$ cat src/rtl/fen_board_loader_if.sv
// Bus between fen_decode, the double-buffered board loader and move generation.
// The master drives the square stream, frame metadata and read address.
interface fen_board_loader_if;
    logic        in_valid;
    logic [3:0]  in_pdata;
    logic        in_turn;
    logic [3:0]  in_castle;
    logic [2:0]  in_ep;
    logic [15:0] in_hmcount;
    logic [15:0] in_fmcount;
    logic        in_frame_end;
    logic [5:0]  rd_addr;
    logic [3:0]  rd_data;
    logic        board_valid;
    logic        o_turn;
    logic [3:0]  o_castle;
    logic [2:0]  o_ep;
    logic [15:0] o_hmcount;
    logic [15:0] o_fmcount;
    logic        o_done;
    logic        o_error;
    logic        o_busy;

    modport master (
        output in_valid, in_pdata, in_turn, in_castle, in_ep, in_hmcount, in_fmcount,
               in_frame_end, rd_addr,
        input  rd_data, board_valid, o_turn, o_castle, o_ep, o_hmcount, o_fmcount,
               o_done, o_error, o_busy
    );

    modport slave (
        input  in_valid, in_pdata, in_turn, in_castle, in_ep, in_hmcount, in_fmcount,
               in_frame_end, rd_addr,
        output rd_data, board_valid, o_turn, o_castle, o_ep, o_hmcount, o_fmcount,
               o_done, o_error, o_busy
    );
endinterface

$ cat src/rtl/fen_board_loader.sv
// Assembles a validated FEN board into a shadow bank and publishes it atomically
// with its metadata; rejected frames leave the published bank untouched.
module fen_board_loader #(
    parameter int SQUARES     = 64,
    parameter int CHECK_KINGS = 1
) (
    input  logic               clk,
    input  logic               rst,
    fen_board_loader_if.slave  bus
);
    localparam int            CW   = $clog2(SQUARES + 1);
    localparam logic [CW-1:0] FULL = CW'(SQUARES);

    typedef enum logic [1:0] {
        S_IDLE  = 2'd0,
        S_LOAD  = 2'd1,
        S_DRAIN = 2'd2
    } state_t;

    function automatic logic [1:0] sat_inc(input logic [1:0] v);
        return (v == 2'd2) ? 2'd2 : v + 2'd1;
    endfunction

    function automatic logic illegal_code(input logic [3:0] c);
        return (c == 4'd7) || (c == 4'd8) || (c == 4'd15);
    endfunction

    state_t        r_state, w_next_state;
    logic [CW-1:0] r_count, w_count;
    logic [1:0]    r_wk, r_bk, w_wk, w_bk;
    logic          r_bad, w_bad;
    logic          w_we, w_commit, w_reject;
    logic [5:0]    w_waddr;
    logic          r_bank_sel;
    logic [3:0]    r_mem [0:127];

    logic [3:0]    r_rd_data;
    logic          r_board_valid;
    logic          r_turn;
    logic [3:0]    r_castle;
    logic [2:0]    r_ep;
    logic [15:0]   r_hmcount;
    logic [15:0]   r_fmcount;
    logic          r_done;
    logic          r_error;
    logic          r_busy;

    assign w_waddr = 6'(r_count);

    // Square intake, frame validation and the commit/reject decision.
    always_comb begin
        w_next_state = r_state;
        w_count      = r_count;
        w_wk         = r_wk;
        w_bk         = r_bk;
        w_bad        = r_bad;
        w_we         = 1'b0;
        w_commit     = 1'b0;
        w_reject     = 1'b0;
        case (r_state)
            S_IDLE, S_LOAD: begin
                if (bus.in_valid) begin
                    if (r_count == FULL) begin
                        w_bad        = 1'b1;
                        w_next_state = S_DRAIN;
                    end else begin
                        w_we         = 1'b1;
                        w_count      = r_count + CW'(1);
                        w_next_state = S_LOAD;
                        if (bus.in_pdata == 4'd6) w_wk = sat_inc(r_wk);
                        else                      w_wk = r_wk;
                        if (bus.in_pdata == 4'd14) w_bk = sat_inc(r_bk);
                        else                       w_bk = r_bk;
                        if (illegal_code(bus.in_pdata)) w_bad = 1'b1;
                        else                            w_bad = r_bad;
                    end
                end else begin
                    w_next_state = r_state;
                end
            end
            S_DRAIN: begin
                w_next_state = S_DRAIN;
            end
            default: begin
                w_next_state = S_IDLE;
            end
        endcase
        // The end-of-frame verdict sees this cycle's square already counted.
        if (bus.in_frame_end) begin
            if ((w_count == FULL) && !w_bad &&
                ((CHECK_KINGS == 0) || ((w_wk == 2'd1) && (w_bk == 2'd1)))) begin
                w_commit = 1'b1;
            end else begin
                w_reject = 1'b1;
            end
            w_next_state = S_IDLE;
            w_count      = '0;
            w_wk         = 2'd0;
            w_bk         = 2'd0;
            w_bad        = 1'b0;
        end else begin
            w_commit = 1'b0;
        end
    end

    // Shadow-bank write port; the bank array carries no reset.
    always_ff @(posedge clk) begin
        if (w_we) begin
            r_mem[{~r_bank_sel, w_waddr}] <= bus.in_pdata;
        end
    end

    // Frame state, publication registers and registered read port.
    always_ff @(posedge clk or posedge rst) begin
        if (rst) begin
            r_state       <= S_IDLE;
            r_count       <= '0;
            r_wk          <= 2'd0;
            r_bk          <= 2'd0;
            r_bad         <= 1'b0;
            r_bank_sel    <= 1'b0;
            r_rd_data     <= 4'd0;
            r_board_valid <= 1'b0;
            r_turn        <= 1'b0;
            r_castle      <= 4'd0;
            r_ep          <= 3'd0;
            r_hmcount     <= 16'd0;
            r_fmcount     <= 16'd0;
            r_done        <= 1'b0;
            r_error       <= 1'b0;
            r_busy        <= 1'b0;
        end else begin
            r_state   <= w_next_state;
            r_count   <= w_count;
            r_wk      <= w_wk;
            r_bk      <= w_bk;
            r_bad     <= w_bad;
            r_done    <= w_commit;
            r_error   <= w_reject;
            r_busy    <= (w_next_state != S_IDLE);
            r_rd_data <= r_mem[{r_bank_sel, bus.rd_addr}];
            if (w_commit) begin
                r_bank_sel    <= ~r_bank_sel;
                r_board_valid <= 1'b1;
                r_turn        <= bus.in_turn;
                r_castle      <= bus.in_castle;
                r_ep          <= bus.in_ep;
                r_hmcount     <= bus.in_hmcount;
                r_fmcount     <= bus.in_fmcount;
            end
        end
    end

    assign bus.rd_data     = r_rd_data;
    assign bus.board_valid = r_board_valid;
    assign bus.o_turn      = r_turn;
    assign bus.o_castle    = r_castle;
    assign bus.o_ep        = r_ep;
    assign bus.o_hmcount   = r_hmcount;
    assign bus.o_fmcount   = r_fmcount;
    assign bus.o_done      = r_done;
    assign bus.o_error     = r_error;
    assign bus.o_busy      = r_busy;
endmodule

$ cat src/flat_wrapper.sv
// flat-port wrapper written by rule: the top's interface ports become plain ports
module fen_board_loader_flat 
#(
    parameter int SQUARES     = 64,
    parameter int CHECK_KINGS = 1
)
  (clk, rst, bus_in_valid, bus_in_pdata, bus_in_turn, bus_in_castle, bus_in_ep, bus_in_hmcount, bus_in_fmcount, bus_in_frame_end, bus_rd_addr, bus_rd_data, bus_board_valid, bus_o_turn, bus_o_castle, bus_o_ep, bus_o_hmcount, bus_o_fmcount, bus_o_done, bus_o_error, bus_o_busy);
  fen_board_loader_if bus_i ();
  input  logic clk;
  input  logic rst;
  input wire logic [$bits(bus_i.in_valid)-1:0] bus_in_valid;
  input wire logic [$bits(bus_i.in_pdata)-1:0] bus_in_pdata;
  input wire logic [$bits(bus_i.in_turn)-1:0] bus_in_turn;
  input wire logic [$bits(bus_i.in_castle)-1:0] bus_in_castle;
  input wire logic [$bits(bus_i.in_ep)-1:0] bus_in_ep;
  input wire logic [$bits(bus_i.in_hmcount)-1:0] bus_in_hmcount;
  input wire logic [$bits(bus_i.in_fmcount)-1:0] bus_in_fmcount;
  input wire logic [$bits(bus_i.in_frame_end)-1:0] bus_in_frame_end;
  input wire logic [$bits(bus_i.rd_addr)-1:0] bus_rd_addr;
  output wire logic [$bits(bus_i.rd_data)-1:0] bus_rd_data;
  output wire logic [$bits(bus_i.board_valid)-1:0] bus_board_valid;
  output wire logic [$bits(bus_i.o_turn)-1:0] bus_o_turn;
  output wire logic [$bits(bus_i.o_castle)-1:0] bus_o_castle;
  output wire logic [$bits(bus_i.o_ep)-1:0] bus_o_ep;
  output wire logic [$bits(bus_i.o_hmcount)-1:0] bus_o_hmcount;
  output wire logic [$bits(bus_i.o_fmcount)-1:0] bus_o_fmcount;
  output wire logic [$bits(bus_i.o_done)-1:0] bus_o_done;
  output wire logic [$bits(bus_i.o_error)-1:0] bus_o_error;
  output wire logic [$bits(bus_i.o_busy)-1:0] bus_o_busy;
  assign bus_i.in_valid = bus_in_valid;
  assign bus_i.in_pdata = bus_in_pdata;
  assign bus_i.in_turn = bus_in_turn;
  assign bus_i.in_castle = bus_in_castle;
  assign bus_i.in_ep = bus_in_ep;
  assign bus_i.in_hmcount = bus_in_hmcount;
  assign bus_i.in_fmcount = bus_in_fmcount;
  assign bus_i.in_frame_end = bus_in_frame_end;
  assign bus_i.rd_addr = bus_rd_addr;
  assign bus_rd_data = bus_i.rd_data;
  assign bus_board_valid = bus_i.board_valid;
  assign bus_o_turn = bus_i.o_turn;
  assign bus_o_castle = bus_i.o_castle;
  assign bus_o_ep = bus_i.o_ep;
  assign bus_o_hmcount = bus_i.o_hmcount;
  assign bus_o_fmcount = bus_i.o_fmcount;
  assign bus_o_done = bus_i.o_done;
  assign bus_o_error = bus_i.o_error;
  assign bus_o_busy = bus_i.o_busy;
  fen_board_loader #(.SQUARES(SQUARES), .CHECK_KINGS(CHECK_KINGS)) u_core (.clk(clk), .rst(rst), .bus(bus_i));
endmodule
$ cat config.mk
export PLATFORM = sky130hd
export DESIGN_NAME = fen_board_loader_flat
export DESIGN_NICKNAME = d
export VERILOG_FILES = /design/src/rtl/fen_board_loader_if.sv /design/src/rtl/fen_board_loader.sv /design/src/flat_wrapper.sv
export SDC_FILE = /design/constraint.sdc
export NUM_CORES = 1
export LEC_CHECK = 0
export CAP_MARGIN = 20
export CORE_MARGIN = 5
export CORE_UTILIZATION = 50
export DETAILED_ROUTE_END_ITERATION = 12
export GPL_ROUTABILITY_DRIVEN = 0
export GPL_TIMING_DRIVEN = 0
export PLACE_DENSITY = 0.65
export SYNTH_ARGS = -nofsm -noshare
export SYNTH_HDL_FRONTEND = slang
export SYNTH_SLANG_ARGS = --single-unit
$ cat constraint.sdc
create_clock -name clk -period 4.1 [get_ports clk]
set_input_delay 0.615 -clock clk [delete_from_list [all_inputs] [get_ports clk]]
set_output_delay 0.615 -clock clk [all_outputs]
set_load 0.05 [all_outputs]
Word-level counts from Yosys, hierarchy flattened:

Memories as Yosys holds them, arrays and structs flattened. A register that Yosys moved wholly into a read port is not among the register bits.
Cells that the tools add are included.

* flip-flop bits (word level): 59
* RAM bits: 512
* input port bits: 54
* output and inout port bits: 48
* word-level logic and storage cells: 76
* memories kept: 1

* add/subtract/negate cells: 3
* equal/unequal tests: 13
* mux-type cells: 34
* bitwise gates (word level): 1
* reductions and logical operators: 9

Memories
* u_core.r_mem: words 128, width 4, read ports 1, clocked after memory_dff 1, write ports 1, line fen_board_loader.sv:35 `logic [3:0] r_mem [0:127];`

Operators by type and width (number)
* 2-to-1 mux 2 bit: 15
* 2-to-1 mux 7 bit: 4
* equality test 7 bit, second input constant: 2
* 2-to-1 mux 1 bit: 14
* equality test 4 bit, second input constant: 3
* equality test 4 x 3 -> 1 bit, second input constant: 2
* adder 7 x 1 -> 7 bit, second input constant: 1
* equality test 2 x 1 -> 1 bit, second input constant: 3
* equality test 2 bit, second input constant: 3
* adder 2 x 1 -> 2 bit, second input constant: 2
* case mux 2 bit (2 select lines): 1
* logical AND 1 bit: 3
* logical NOT 2 bit: 1
* logical OR 1 bit: 2
* nonzero test 2 bit: 1
* OR reduction 2 bit: 1
* logical NOT 1 bit: 1
* inverter 1 bit: 1

Depth between registers and ports, before layout:

Gate-level depths: netlist of run 1.

* word-level depth: 12
* depth in mapped cells: 11
* gate-level depth less buffers: 8

Worst setup path before layout of run 1:

No wires, ideal clock.

* path kind: reg-to-reg
* from: reg u_core.r_count[0]
* to: reg u_core.r_castle[0], in the netlist u_core.bus.o_castle[0]
* library setup time: 0.125 ns
* arrival time: 3.157 ns
* required time: 3.975 ns
* setup slack: 0.818 ns
* cell stages (with the launch flop): 12
* buffers on the path: 3
* clock period less this slack: 3.282 ns
* cell sequence: dfrtp_1 clkbuf_1 inv_1 ha_1 nor4bb_4 a21oi_2 o32a_1 or4b_1 or4b_1 buf_6 buf_12 mux2_4

* longest elaborated chain between the ends: 9
* elaborated cells on any way between the ends: 23
* those cells by class: add/sub (1); eq/ne (4); mux (14); reduce/logical (4)

RTL lines
* start: declaration: line fen_board_loader.sv:29 `logic [CW-1:0] r_count, w_count;`
* start signal: assignment: line fen_board_loader.sv:134 `r_count <= w_count;`
* adder 7 x 1 -> 7 bit or equality test 7 bit (tied branches): line fen_board_loader.sv:68, fen_board_loader.sv:63
* 2-to-1 mux 7 bit, or another cell as far along: line fen_board_loader.sv:63 `if (r_count == FULL) begin`
* 2-to-1 mux 7 bit, or another cell as far along: line fen_board_loader.sv:62 `if (bus.in_valid) begin`
* 2-to-1 mux 7 bit, or another cell as far along: line fen_board_loader.sv:60 `case (r_state)`
* equality test 7 bit, or another cell as far along: line fen_board_loader.sv:90 `if ((w_count == FULL) && !w_bad &&`
* logical AND 1 bit (on tied branches): line fen_board_loader.sv:90, fen_board_loader.sv:91
* logical AND 1 bit (*): line fen_board_loader.sv:90
* 2-to-1 mux 1 bit (*): line fen_board_loader.sv:90
* 2-to-1 mux 1 bit (*): line fen_board_loader.sv:89 `if (bus.in_frame_end) begin`
* end signal: assignment: line fen_board_loader.sv:146 `r_castle <= bus.in_castle;`
* end: declaration: line fen_board_loader.sv:40 `logic [3:0] r_castle;`

Mark *: on every way between the ends. The rest lies on a longest branch, timed or not.
A chain may end at the register's enable or synchronous reset.

Worst setup path in the final report of run 1:

* from: in bus_in_valid
* to: reg u_core.r_hmcount[0], in the netlist u_core.bus.o_hmcount[0]

* longest elaborated chain between the ends: 7
* elaborated cells on any way between the ends: 17
* those cells by class: eq/ne (3); mux (10); reduce/logical (4)

RTL lines
* start: declaration: line flat_wrapper.sv:11 `input wire logic [$bits(bus_i.in_valid)-1:0] bus_in_valid;`
* 2-to-1 mux 7 bit, or another cell as far along: line fen_board_loader.sv:62
* 2-to-1 mux 7 bit, or another cell as far along: line fen_board_loader.sv:60
* equality test 7 bit, or another cell as far along: line fen_board_loader.sv:90
* logical AND 1 bit (on tied branches): line fen_board_loader.sv:90, fen_board_loader.sv:91
* logical AND 1 bit (*): line fen_board_loader.sv:90
* 2-to-1 mux 1 bit (*): line fen_board_loader.sv:90
* 2-to-1 mux 1 bit (*): line fen_board_loader.sv:89
* end signal: assignment: line fen_board_loader.sv:148 `r_hmcount <= bus.in_hmcount;`
* end: declaration: line fen_board_loader.sv:42 `logic [15:0] r_hmcount;`

Marks and branches as above.

==> summary.md, run 1 <==
| Metric | Value |
|---|---|
| CP max stage cell | nand4_1 |
| Placed inst area | 24800 sq um |
| GRT Overall Usage | between 20% and 30% |
| Hold_buf cts | 0 |
| Detailed-route vias per instance | around 6 |
| Fmax | ~260 MHz |
| Final hold violation count | 0 |
| Worst skew pair latency | around 0.6 ns |
| Final Critical Period | approximately 3.8 ns |
| Fin util | ~59% |
| Most instantiated cells after synthesis | edfxtp_1, nor2_1, mux4_2 |
| Post-layout net count | approximately 1400 |
| CTS tree | done |
| Synth Area per Inst | 19.5 sq um |
| Max-slew headroom | about a third |
| VDD IR max | around 0.26 mV |
| Pins over their slew limit | 0 |
| Share of the synthesized area in the top cell type | 67.1% |
| Total power | around 12 mW |
| Internal power | 9.67 mW |
| Sequential share of power | 52.5% |
| CP bufs+invs | 4 |
| Period utilization | around 90% |
| Net Sw Power | ~2.5 mW |
| Clock Sinks | around 580 |
| Cell taking the most area after synthesis | edfxtp_1 |
| Largest net degree at the start of global routing | 100 |
| Post-CTS setup buffers | 0 |
| Reg2Reg Launch Point | u_core.r_count[0] |
| Via count | around 12000 |
| Combinational Power Share | under 10% |
| Post-Syn Area | roughly 23000 sq um |
| Post-synthesis sequential area ratio | between 70% and 80% |
| Post-synth top flop | edfxtp_1 |
| Critical Setup Path Class | in -> reg |
| Worst R2R End | u_core.bus.o_hmcount[0] |
| Wire length of the first global-routing pass | 78.6 mm |
| Ys async rst share | a little over a tenth |
| Grt ovf | 0 |
| Top post-synthesis cells by area | edfxtp_1, mux4_2, dfrtp_1 |
| Power per cell area | between 400 and 500 nW/um^2 |
| Iteration-0 DRC Markers | 1183 |
| R2R setup slack | 0.51 ns |
| Clock Power Share | between 40% and 50% |
| Least-Margin Pin Slew | between 1 and 1.5 ns |
| #FFs+latches synth | about 580 |
| Layout cell share with drive strength beyond 1 | 20.9% |
| Crit-path max cell delay | roughly 0.8 ns |
| Count leader, synth | edfxtp_1 |
| Startpoint types | input port |
| YS warnings | 0 |
| Chip width | 224 microns |
| Delay-heaviest family, CP | simple AND/OR/NAND/NOR gates |
| DP Worst Slack | -0.224 ns |
| Vias in the first global route | 12253 |
| Sw frac | between 20% and 30% |
| Initial Util | roughly half |
| WL final | 52.3 mm |
| Worst hold path class | in -> async |
| Setup crit end kind | register |
| Drt pass-1 iters | 5 |
| Post-synthesis cell type count | between 40 and 50 |
| CP cell instances | clkdlybuf4s50_1 -> nor2b_1 -> clkbuf_1 -> nand4_1 -> xor2_1 -> nand2_1 -> or4b_1 -> buf_6 -> buf_12 -> mux2_4 |
| Syn_nets | 1235 |
| H-Tree Depth | 2 |
| Critical path depth in cells | 10 |
| Gate Count Post-Synth | 1177 |
| Residual DRC | 0 |
| Worst EP required | about 4.6 ns |
| Setup tns final | 0 ns |
| # IOs | around 100 |
| EDFF count, synth | between 500 and 600 |
| Crit path max fanout | 10 |
| Area delta synth->final | 16.6% |
| Clk buf depth | 3 |
| RSZ-0062 raised after global routing | false |
| Post-CTS Resized | 0 |
| CTS buffer count | 56 |
| Post-layout instance area | roughly 27000 sq um |
| HPWL after DPL | 34.8 mm |
| PortBufs | 98 |
| LEAKAGE | 8.82 nW |
| Drt wl/cell | between 20 and 30 microns |
| Die area | approximately 50000 sq um |
| R2R cell count | 11 |
| Core area | ~45000 sq um |
| CP Capture Point | u_core.bus.o_hmcount[0] |
| Final setup viols | 0 |
| Root Driver | clkbuf_16 |
| Worst Setup SP | bus_in_valid |
| Initial antenna violation count | 0 |
| Fin worst setup slack | 0.310 ns |
| Status | complete, no violations |
| Clk slew on worst S/H paths | approximately 0.060 ns |
| Chip height | around 220 microns |
| Row count | 78 |
| Worst Skew | 0.0157 ns |
| MaxCap Viol Count | 0 |
| Ant diodes | 0 |
| Post-DRT Antenna Nets | 0 |
| CP Data Arrival Time | roughly 4.3 ns |
-- power groups by stage --
stage	logic [mW]	registers (mW)	clock network, mW
after floorplan	0.297	6.55	0
after global placement	0.604	6.55	0
after detailed placement	0.634	6.53	0
after CTS	0.635	6.40	5.25
after global routing	0.673	6.40	5.52
final	0.631	6.40	5.16
-- final cells by class --
cell class | count | area, sq um
Tap cell | 600 | 751
Clock inverter | 33 | 348
Timing Repair Buffer | 108 | 1190
Sequential cell | 575 | 17000
Clock buffer | 72 | 1500
Inverter | 11 | 43.8
Buffer | 62 | 318
Fill cell | 3364 | 18700
Multi-Input combinational cell | 529 | 5590
-- state kept, by name (all words and copies together) (netlist names), 2 cells and up --
name and count:
u_core.bus.o_hmcount 16, u_core.r_count 7, u_core.r_bk 2, u_core.bus.o_ep 3, u_core.bus.rd_data 4, u_core.r_state 2
u_core.bus.o_fmcount 16, u_core.r_wk 2, u_core.r_mem 512, u_core.bus.o_castle 4
-- per-stage QoR --
step           cells  hold WS (ns)
2_1_floorplan   1177         0.458
3_3_place_gp    1875         0.454
3_5_place_dp    1883         0.467
4_1_cts         1988         0.206
5_1_grt         1990         0.216
6_report        1990         0.240
-- cell families after synthesis --
kind of cell | share of synthesized area (%)
adder cells (fa/ha/maj) | 0.219
AND/OR/NAND/NOR | 4.67
buffers and inverters | 1.57
flip-flops | 74.0
AO/OA/AOI/OAI | 2.15
XOR/XNOR | 0.229
multiplexers | 17.1
-- cells in the final DEF (no fill, tap or decap), types with 7 or more instances in the layout --
cell             instances
o22ai_1                 24
mux4_2                 135
clkdlybuf4s50_1         94
mux2i_1                 28
a22oi_1                  8
inv_1                   10
o21ai_0                  9
edfxtp_1               512
dfrtp_1                 63
clkinv_1                11
clkbuf_1                47
buf_1                   18
clkbuf_16               57
nor2b_1                 10
a21oi_1                  9
nand2_1                 28
bufinv_16                7
nor2_1                 158
nand3_1                 13
nor3_1                   7
clkinv_2                 8
mux2_4                  38
-- worst min-delay path by stage --
| stage | end | depth (start not counted) | slack (ns) |
|---|---|---|---|
| after floorplan | u_core.r_bad | 2 | 0.46 |
| after global placement | u_core.bus.board_valid | 1 | 0.45 |
| after detailed placement | u_core.bus.board_valid | 1 | 0.47 |
| after CTS | u_core.bus.board_valid | 2 | 0.21 |
| after global routing | u_core.bus.board_valid | 2 | 0.22 |
| final | u_core.bus.board_valid | 2 | 0.24 |
-- layer usage --
layer  wire, microns  GRT usage (%)  up-vias
met5               0              0        -
met4             991           4.05        0
met2           25500           34.1      482
met3            4280           5.57       70
met1           21500           29.5     6019
li1                -              -     5069
No activity file was read; power rests on OpenSTA's default activity.
==> run 2: changes to the inputs <==
Settings changed: CORE_UTILIZATION 50 to 45, PLACE_DENSITY 0.65 to 0.59, SKIP_LAST_GASP from default to 1.
==> summary.md, run 2 (same netlist as run 1, synthesis figures left out) <==
| Metric | Value |
|---|---|
| Ant diodes | 0 (unchanged) |
| H-Tree Depth | 2 (unchanged) |
| CTS tree | done (unchanged) |
| Fmax | 274 MHz (was 264 MHz) |
| Row count | 82 (was 78) |
| Pins over their slew limit | 0 (unchanged) |
| Post-CTS setup buffers | 0 (unchanged) |
| Total power | 12.5 mW (was 12.2 mW) |
| Initial antenna violation count | 0 (unchanged) |
| HPWL after DPL | 35.6 mm (was 34.8 mm) |
| Die area | 55500 sq um (was 50200 sq um) |
| PortBufs | 98 (unchanged) |
| Chip width | 236 microns (was 224 microns) |
| Post-layout net count | 1401 (unchanged) |
| Post-CTS Resized | 0 (unchanged) |
| Via count | 11550 (was 11640) |
| Grt ovf | 0 (unchanged) |
| Status | complete, no violations (unchanged) |
| Residual DRC | 0 (unchanged) |
| Hold_buf cts | 0 (unchanged) |
| Root Driver | clkbuf_16 (unchanged) |
| Fin Hold WS | 0.478 ns (was 0.240 ns) |
| CP Data Arrival Time | 4.12 ns (was 4.27 ns) |
| RSZ-0062 raised after global routing | false (unchanged) |
| Worst skew pair latency | 0.61 ns (was 0.60 ns) |
| Setup crit end kind | register (unchanged) |
| Max FFs per register | 512 (unchanged) |
| MaxCap Viol Count | 0 (unchanged) |
| WL final | 53.6 mm (was 52.3 mm) |
| Critical Setup Path Class | reg -> reg (was in -> reg) |
| Vias in the first global route | 12223 (was 12253) |
| Max-slew headroom | 30.1% (was 33.1%) |
| Wire length of the first global-routing pass | 79.4 mm (was 78.6 mm) |
| Chip height | 236 microns (was 224 microns) |
| Largest reg by FF count | u_core.r_mem (unchanged) |
| Core area | 50300 sq um (was 45400 sq um) |
| Clk slew on worst S/H paths | 0.06 ns (about the same) |
| Drt pass-1 iters | 6 (was 5) |
| # IOs | 102 (unchanged) |
| CTS buffer count | 58 (was 56) |
| Final setup viols | 0 (unchanged) |
| Power per cell area | 465 nW/um^2 (was 457 nW/um^2) |
| Iteration-0 DRC Markers | 1022 (was 1183) |
| Least-Margin Pin Slew | 1.05 ns (was 1.00 ns) |
| Worst hold path class | reg -> reg (was in -> async) |
| GRT Overall Usage | 19.1% (was 21.0%) |
| Clock Sinks | 575 (unchanged) |
| Layout cell share with drive strength beyond 1 | 21.0% (was 20.9%) |
| Detailed-route vias per instance | 5.59 (was 5.85) |
| Largest net degree at the start of global routing | 96 (was 100) |
| Area delta synth->final | 17.2% (was 16.6%) |
| Initial Util | 45.6% (was 50.5%) |
| Post-DRT Antenna Nets | 0 (unchanged) |
| Final hold violation count | 0 (unchanged) |
| Period utilization | 88.9% (was 92.4%) |
| Crit path max fanout | 10 (unchanged) |
| LEAKAGE | 8.87 nW (was 8.82 nW) |
| Startpoint types | register (was input port) |
| Fillcell total | 4023 (was 3364) |
| Worst EP required | 4.57 ns (was 4.58 ns) |
| Drt wl/cell | 25.9 microns (was 26.3 microns) |
| Final Critical Period | 3.65 ns (was 3.79 ns) |
| VDD IR max | 0.288 mV (was 0.262 mV) |
| Worst Skew | 0.0154 ns (was 0.0157 ns) |
| Clk buf depth | 3 (unchanged) |
| Most frequent cells in the layout | edfxtp_1, nor2_1, mux4_2 (unchanged) |
| Commonest non-fill, non-tap cell in the layout | edfxtp_1 (unchanged) |
run 2: cell count changes in the layout (fill, tap and decap cells not counted), sizes merged:
cell | before | now
buf | 42 | 40
clkinv | 20 | 33
inv | 13 | 11
clkinvlp | 4 | 0
clkbuf | 106 | 102
bufinv | 7 | 9
run 2: power breakdown:
| group | total [mW] | switching (mW) | internal (mW) |
|---|---|---|---|
| logic | 0.627 | 0.384 | 0.243 |
| clock network | 5.44 | 2.18 | 3.25 |
| registers | 6.41 | 0.0103 | 6.40 |
| total | 12.5 | 2.58 | 9.89 |
run 2: area by class of cell:
type / instances / area, sq um / area share (%)
Buffer: 62 / 318 / 1.18
Clock buffer: 68 / 1550 / 5.78
Tap cell: 672 / 841 / 3.13
Multi-Input combinational cell: 529 / 5590 / 20.8
Sequential cell: 575 / 17000 / 63.2
Inverter: 11 / 43.8 / 0.163
Clock inverter: 42 / 417 / 1.55
Timing Repair Buffer: 106 / 1130 / 4.21
run 2: final timing paths:
path | from | to | slack, ns | cells after the start
max | u_core.r_count[0] | u_core.bus.o_fmcount[0] | 0.45 | 11
min | u_core.bus.board_valid | u_core.bus.board_valid | 0.48 | 1
max reg2reg | u_core.r_count[0] | u_core.bus.o_fmcount[0] | 0.45 | 11
min reg2reg | u_core.bus.board_valid | u_core.bus.board_valid | 0.48 | 1
max in group asynchronous | rst | u_core.bus.rd_data[3] | 3.02 | 2
min in group asynchronous | rst | u_core.bus.o_fmcount[5] | 0.52 | 2
run 2: per-stage QoR:
stage	cell area (sq um)	utilization, %	TNS, ns	cells	setup WS (ns)
finish	26800	53.4	0	2065	0.453
global route	26800	53.4	0	2065	0.282
CTS	26800	53.3	0	2063	0.487
floorplan	22900	-	0	1177	0.818
global placement	24700	49.2	-674.77	1947	-3.32
detailed placement	24800	49.4	-4.02	1953	-0.116
run 2: routing by layer:
layer	wire, microns	track usage [%]	up-vias
met5	0	0	-
met4	1510	6.02	0
met3	3740	4.09	79
met2	25700	30.9	418
met1	22600	26.5	5985
li1	-	-	5068
run 2: worst max-delay path: stages, from the launching register on:
cell	delay, ns
dfrtp_1	0.39
clkbuf_1	0.19
inv_1	0.17
ha_1	0.17
nor4bb_4	0.49
a21oi_2	0.13
o32a_1	0.31
or4b_1	0.51
or4b_1	0.54
buf_6	0.18
buf_12	0.16
mux2_4	0.29
==> run 3: changes to the inputs <==
Settings changed: ABC_AREA from default to 1, GPL_TIMING_DRIVEN 0 to default, SLEW_MARGIN from default to 30.
==> summary.md, run 3 <==
| Metric | Value |
|---|---|
| Status | complete, no violations (unchanged) |
| Ys async rst share | 11.0% (unchanged) |
| Largest net degree at the start of global routing | 161 (was 96) |
| Crit path top cell by count | nand2_1 (was or4b_1) |
| Crit path max fanout | 42 (was 10) |
| Max-slew headroom | 43.1% (was 30.1%) |
| Grt met2 use | 34.2% (was 30.9%) |
| Final hold violation count | 0 (unchanged) |
| Initial antenna violation count | 0 (unchanged) |
| CP max stage cell | dfrtp_1 (was or4b_1) |
| Iteration-0 DRC Markers | 1495 (was 1022) |
| Root Driver | clkbuf_16 (unchanged) |
| CP cell instances | nand2_1 -> clkinv_1 -> nand3_1 -> nand2_1 -> nand2_1 -> nand2_1 -> nor2_1 -> nand2_2 -> nor2_8 -> nand3_4 -> nand2_1 -> nand2_1 (was clkbuf_1 -> inv_1 -> ha_1 -> nor4bb_4 -> a21oi_2 -> o32a_1 -> or4b_1 -> or4b_1 -> buf_6 -> buf_12 -> mux2_4) |
| Post-synthesis sequential area ratio | 70.6% (was 74.0%) |
| Net Sw Power | 2.77 mW (was 2.58 mW) |
| Die area | 58000 sq um (was 55500 sq um) |
| Gate Count Post-Synth | 2193 (was 1177) |
| Met3 Track Usage GR | 3.35% (was 4.09%) |
| Post-synthesis cell type count | 31 (was 48) |
| CP bufs+invs | 1 (was 4) |
| Core area | 52700 sq um (was 50300 sq um) |
| Residual DRC | 0 (unchanged) |
| Ant diodes | 0 (unchanged) |
| Detailed-route vias per instance | 5.52 (was 5.59) |
| Chip width | 241 microns (was 236 microns) |
| Initial Util | 45.6% (about the same) |
| Setup crit end kind | register (unchanged) |
| Syn_nets | 2251 (was 1235) |
| Final Critical Period | 2.77 ns (was 3.65 ns) |
| PortBufs | 101 (was 98) |
| Post-CTS Resized | 0 (unchanged) |
| Startpoint types | register (unchanged) |
| Critical Setup Path Class | reg -> reg (unchanged) |
| Chip height | 241 microns (was 236 microns) |
| GRT Overall Usage | 21.2% (was 19.1%) |
| Crit-path max cell delay | 0.47 ns (was 0.54 ns) |
| Internal power | 9.73 mW (was 9.89 mW) |
| Setup tns final | 0 ns (unchanged) |
| Count leader, synth | nand2_1 (was edfxtp_1) |
| Post-Syn Area | 24000 sq um (was 22900 sq um) |
| Clk buf depth | 3 (unchanged) |
| Worst skew pair latency | 0.63 ns (was 0.61 ns) |
| WL final | 62.0 mm (was 53.6 mm) |
| Top post-synthesis cells by area | edfxtp_1, nand2_1, nand3_1 (was edfxtp_1, mux4_2, dfrtp_1) |
| Cell taking the most area after synthesis | edfxtp_1 (unchanged) |
| # IOs | 102 (unchanged) |
| Post-CTS setup buffers | 0 (unchanged) |
| Sequential share of power | 51.2% (was 51.4%) |
| Fillcell total | 4600 (was 4023) |
| Fmax | 361 MHz (was 274 MHz) |
| Delay-heaviest family, CP | simple AND/OR/NAND/NOR gates (unchanged) |
| Commonest non-fill, non-tap cell in the layout | nand2_1 (was edfxtp_1) |
| Layout cell share with drive strength beyond 1 | 6.69% (was 21.0%) |
| Drt pass-1 iters | 5 (was 6) |
| YS warnings | 0 (unchanged) |
| Least-Margin Pin Slew | 0.854 ns (was 1.05 ns) |
| Most Crowded Layer GR | met2 (unchanged) |
| LEAKAGE | 10.2 nW (was 8.87 nW) |
| Clock Sinks | 575 (unchanged) |
| CTS tree | done (unchanged) |
| Total power | 12.5 mW (about the same) |
| H-Tree Depth | 2 (unchanged) |
| Worst Skew | 0.0273 ns (was 0.0154 ns) |
| Met1 Use GR | 30.2% (was 26.5%) |
| Share of the synthesized area in the top cell type | 64.1% (was 67.1%) |
| Post-synth top flop | edfxtp_1 (unchanged) |
| Largest reg by FF count | u_core.r_mem (unchanged) |
| Via count | 16515 (was 11550) |
| MaxCap Viol Count | 0 (unchanged) |
| Vias in the first global route | 16248 (was 12223) |
| Most frequent cells in the layout | nand2_1, edfxtp_1, nand3_1 (was edfxtp_1, nor2_1, mux4_2) |
| Pins over their slew limit | 0 (unchanged) |
| RSZ-0062 raised after global routing | false (unchanged) |
| Clk slew on worst S/H paths | 0.06 ns (about the same) |
| Synth Area per Inst | 10.9 sq um (was 19.5 sq um) |
| #FFs+latches synth | 575 (unchanged) |
| Multi-input logic area | 6300 sq um (was 5590 sq um) |
| Hold_buf cts | 0 (unchanged) |
| Post-DRT Antenna Nets | 0 (unchanged) |
| Row count | 84 (was 82) |
| Area delta synth->final | 14.8% (was 17.2%) |
| Power per cell area | 454 nW/um^2 (was 465 nW/um^2) |
| EDFF count, synth | 512 (unchanged) |
| Most instantiated cells after synthesis | nand2_1, edfxtp_1, nand3_1 (was edfxtp_1, nor2_1, mux4_2) |
| Worst EP required | 4.59 ns (was 4.57 ns) |
| Combinational Power Share | 6.1% (was 5.0%) |
| Wire length of the first global-routing pass | 94.7 mm (was 79.4 mm) |
| Final setup viols | 0 (unchanged) |
| CTS buffer count | 59 (was 58) |
| Sw frac | 22.1% (was 20.7%) |
| Max FFs per register | 512 (unchanged) |
| Drt wl/cell | 20.7 microns (was 25.9 microns) |
| VDD IR max | 0.426 mV (was 0.288 mV) |
| Worst hold path class | in -> reg (was reg -> reg) |
| Period utilization | 67.6% (was 88.9%) |
| HPWL after DPL | 36.6 mm (was 35.6 mm) |
| CP Data Arrival Time | 3.26 ns (was 4.12 ns) |
| Post-layout net count | 2311 (was 1401) |
| Register area | 17000 sq um (unchanged) |
| Clock Power Share | 42.7% (was 43.6%) |
| Grt ovf | 0 (unchanged) |
-- run 3: cell families after synthesis --
kind of cell    Yosys count  synth area share [%]
compound gates           13                 0.297
fa+ha+maj                 4                 0.209
buf+inv                 175                  3.11
flops                   575                  70.6
simple gates           1426                  25.8
-- run 3: cell type report --
type	count	area share [%]
inverters	37	0.550
repair buffers	137	4.86
multi-input cells	1443	22.9
well taps	688	3.13
clock buffers	74	5.79
clock inverters	37	1.26
flip-flops and latches	575	61.5
-- run 3: worst paths after layout --
check / from / to / slack (ns) / depth (start not counted)
min reg2reg: u_core.bus.o_fmcount[12] / u_core.bus.o_fmcount[12] / 0.47 / 2
min in group asynchronous: rst / u_core.bus.o_ep[2] / 0.45 / 2
max in group asynchronous: rst / u_core.r_bad / 3.03 / 3
max: u_core.r_count[4] / u_core.bus.o_fmcount[9] / 1.33 / 12
max reg2reg: u_core.r_count[4] / u_core.bus.o_fmcount[9] / 1.33 / 12
min: bus_in_pdata[3] / u_core.r_mem[37][3] / 0.27 / 1
-- run 3: power groups by stage --
stage / Combinational, mW / Sequential [mW] / Clock (mW)
2_1_floorplan: 0.394 / 6.55 / 0
3_3_place_gp: 0.757 / 6.53 / 0
3_5_place_dp: 0.761 / 6.53 / 0
4_1_cts: 0.763 / 6.40 / 5.43
5_1_grt: 0.831 / 6.40 / 5.70
6_report: 0.759 / 6.41 / 5.34
-- run 3: worst register-to-register path, cell delays in order (launching register included) --
cell      delay [ns]
dfrtp_1         0.47
nand2_1         0.14
clkinv_1        0.39
nand3_1         0.23
nand2_1         0.06
nand2_1         0.10
nand2_1         0.07
nor2_1          0.11
nand2_2         0.10
nor2_8          0.25
nand3_4         0.46
nand2_1         0.20
nand2_1         0.07
-- run 3: metrics by stage --
stage,instance area (sq um),instances,utilization (%),worst slack [ns],hold slack (ns)
after floorplan,24000,2193,-,1.87,0.527
after global placement,25600,2880,48.6,0.908,0.455
after detailed placement,25600,2880,48.6,0.829,0.458
after CTS,27500,2991,52.3,1.35,0.251
after global routing,27500,2991,52.3,1.11,0.257
final,27500,2991,52.3,1.33,0.272
-- run 3: layer usage --
metal / vias up / wire length [microns]
met1: 8101 / 26700
met3: 105 / 4010
li1: 7734 / -
met4: 0 / 1510
met5: - / 0
met2: 575 / 29800
==> edit, RTL diff (config.mk and constraints of run 2) <==
`SQUARES` is set to 64 in 2 places; all go to 256.
--- a/src/rtl/fen_board_loader.sv
+++ b/src/rtl/fen_board_loader.sv
@@ -1,7 +1,7 @@
 // Assembles a validated FEN board into a shadow bank and publishes it atomically
 // with its metadata; rejected frames leave the published bank untouched.
 module fen_board_loader #(
-    parameter int SQUARES     = 64,
+    parameter int SQUARES     = 256,
     parameter int CHECK_KINGS = 1
 ) (
     input  logic               clk,
--- a/src/flat_wrapper.sv
+++ b/src/flat_wrapper.sv
@@ -1,7 +1,7 @@
 // flat-port wrapper written by rule: the top's interface ports become plain ports
 module fen_board_loader_flat 
 #(
-    parameter int SQUARES     = 64,
+    parameter int SQUARES     = 256,
     parameter int CHECK_KINGS = 1
 )
   (clk, rst, bus_in_valid, bus_in_pdata, bus_in_turn, bus_in_castle, bus_in_ep, bus_in_hmcount, bus_in_fmcount, bus_in_frame_end, bus_rd_addr, bus_rd_data, bus_board_valid, bus_o_turn, bus_o_castle, bus_o_ep, bus_o_hmcount, bus_o_fmcount, bus_o_done, bus_o_error, bus_o_busy);
Function: no difference found for any inputs over 4 cycles, from zero or initial values and one cycle with rst high; that may be too few to reach the edited logic, so the function may still have changed.
==> edit against run 2 <==
  * Critical path depth is 2 lower
  * Sequential cell count up 2
  * Final area is 0.46% lower
  * Power shrank 0.23%
  * Synthesized cell count fell by 5.0%
  * Via count fell by 1.4%
  * Area after synthesis barely moved
  * Combinational power is 2% higher
  * Die area is essentially flat
  * Routed wire length is 2.5% lower
  * Worst setup slack worse by 0.23 ns
  * Global-route usage down 0.16 points
  * Sequential share of layout area increased by 0.48 points
==> edit: results (changes against run 2) <==
- 0.190 — All-Layer GR Usage, was 0.191
- 4.14 ns — signal arrival time at the worst endpoint, was 4.12 ns
- 8.69 nW — leakage power total, was 8.87 nW
- 11383 — number of vias after detailed routing, was 11550
- 21600 um — detailed-routing wirelength on met1, was 22600 um
- 0.225 — fraction of final layout cells with drive strength greater than 1, was 0.210
- 1.07 ns — transition time at the pin with the least slew margin, was 1.05 ns
- 52200 um — final wirelength, was 53600 um
- 0.61 ns — delay of the slowest cell on the worst path, was 0.54 ns
- 3850 um — length of routed met3 wiring, was 3740 um
- 5 — number of optimization iterations in the first detailed-route pass, was 6
- bus_in_frame_end — critical hold path startpoint, was u_core.bus.board_valid
- 1889 — placed instance count, was 1953
- edfxtp_1 (512), mux4_2 (168), nor2_1 (153), dfrtp_1 (65), clkbuf_1 (39) — list of most frequent post-synthesis cells, was edfxtp_1 (512), nor2_1 (158), mux4_2 (135), dfrtp_1 (63), mux2_4 (38)
- 0.22 ns — Reg2Reg Setup Slack, was 0.45 ns
- 78600 um — wire length of the first global-routing pass, was 79400 um
- 0.282 mV — peak ir drop on the vdd network, was 0.288 mV
- in2reg — class of the worst hold path, was reg2reg
- 0.439 ns — worst slack on hold paths, was 0.478 ns
- clkbuf_16 — buffer cell driving the clock tree root, unchanged
- 20.5 um^2 — mean instance size in the synthesized netlist, was 19.5 um^2
- 1055 — Initial DRC Count, was 1022
- 25300 um — met2 layer wire length in the routed design, was 25700 um
- u_core.r_wk[1] — Hold Path Sink, was u_core.bus.board_valid
- 0.188 — fraction of synthesized area in multiplexers, was 0.171
- 24800 um^2 — post-detailed-placement cell area, about the same
- 34400 um — Detail Placement HPWL, was 35600 um
- 0.742 — fraction of the yosys area taken by sequential cells, was 0.740
- 2 — Worst Hold Path Cells, was 1
- 1176 — Synth Net Count, was 1235
- clkbuf_1 — slowest stage cell, crit path, was or4b_1
- edfxtp_1 (67%), mux4_2 (17%), dfrtp_1 (7.1%) — Synth area leaders, was edfxtp_1 (67%), mux4_2 (13%), dfrtp_1 (6.9%)
- 3 — deepest clock path buffer count, unchanged
- 0.113 — fraction of synthesis flops using an asynchronous set or reset pin, was 0.110
- 0.0104 ns — worst setup skew after layout, was 0.0154 ns
- 77 — maximum number of pins on one net before global-route repair, was 96
- finished, final reports clean — outcome, unchanged
- 56 — Num CTS Buffers, was 58
- 4041 — count of fill cells added during filler insertion, was 4023
- -0.0333 ns — worst slack, placed, was -0.116 ns
- 0.0446 — global-route track usage on met3, was 0.0409
- 0.00382 — Synth Area in XOR/XNOR, was 0.00229
## edit: cell count changes in the layout (fill, tap and decap cells not counted), sizes merged, moves of 6 or more
cell	before	now
mux2i	28	2
a2111oi	7	1
clkinv	33	25
buf	40	31
nand2	28	16
o22ai	24	0
nor2	159	153
mux4	135	168
a22oi	8	0
o21ai	9	0
## edit: power breakdown
| group | switching [mW] | total [mW] | leakage [nW] | internal [mW] |
|---|---|---|---|---|
| clock | 2.16 | 5.37 | 0.936 | 3.21 |
| sequential | 0.0109 | 6.43 | 5.49 | 6.42 |
| combinational | 0.372 | 0.640 | 2.26 | 0.268 |
| total | 2.55 | 12.4 | 8.69 | 9.90 |
## edit: final cells by class
| class | instances | area, um^2 | area share |
|---|---|---|---|
| Sequential cell | 577 | 17000 | 0.636 |
| Multi-Input combinational cell | 469 | 5580 | 0.209 |
| Clock buffer | 66 | 1450 | 0.0542 |
| Timing Repair Buffer | 99 | 1050 | 0.0393 |
| Tap cell | 672 | 841 | 0.0315 |
| Clock inverter | 39 | 473 | 0.0177 |
| Buffer | 62 | 289 | 0.0108 |
| Inverter | 10 | 40.0 | 0.00150 |
## edit: timing repair
| item | in CTS | in global routing |
|---|---|---|
| setup endpoints to repair | 0 | 12 |
| hold buffers | 0 | 0 |
| gates resized for setup | 0 | 6 |
## edit: worst max path at each step
stage	endpoint	slack, ns	depth (start not counted)
2_1_floorplan	u_core.bus.o_castle[0]	1.05	11
3_3_place_gp	u_core.bus.o_fmcount[9]	-3.29	9
3_5_place_dp	u_core.r_mem[102][2]	-0.03	6
4_1_cts	u_core.r_mem[98][0]	0.09	9
5_1_grt	u_core.r_mem[41][1]	0.005	9
6_report	u_core.r_mem[89][2]	0.22	9
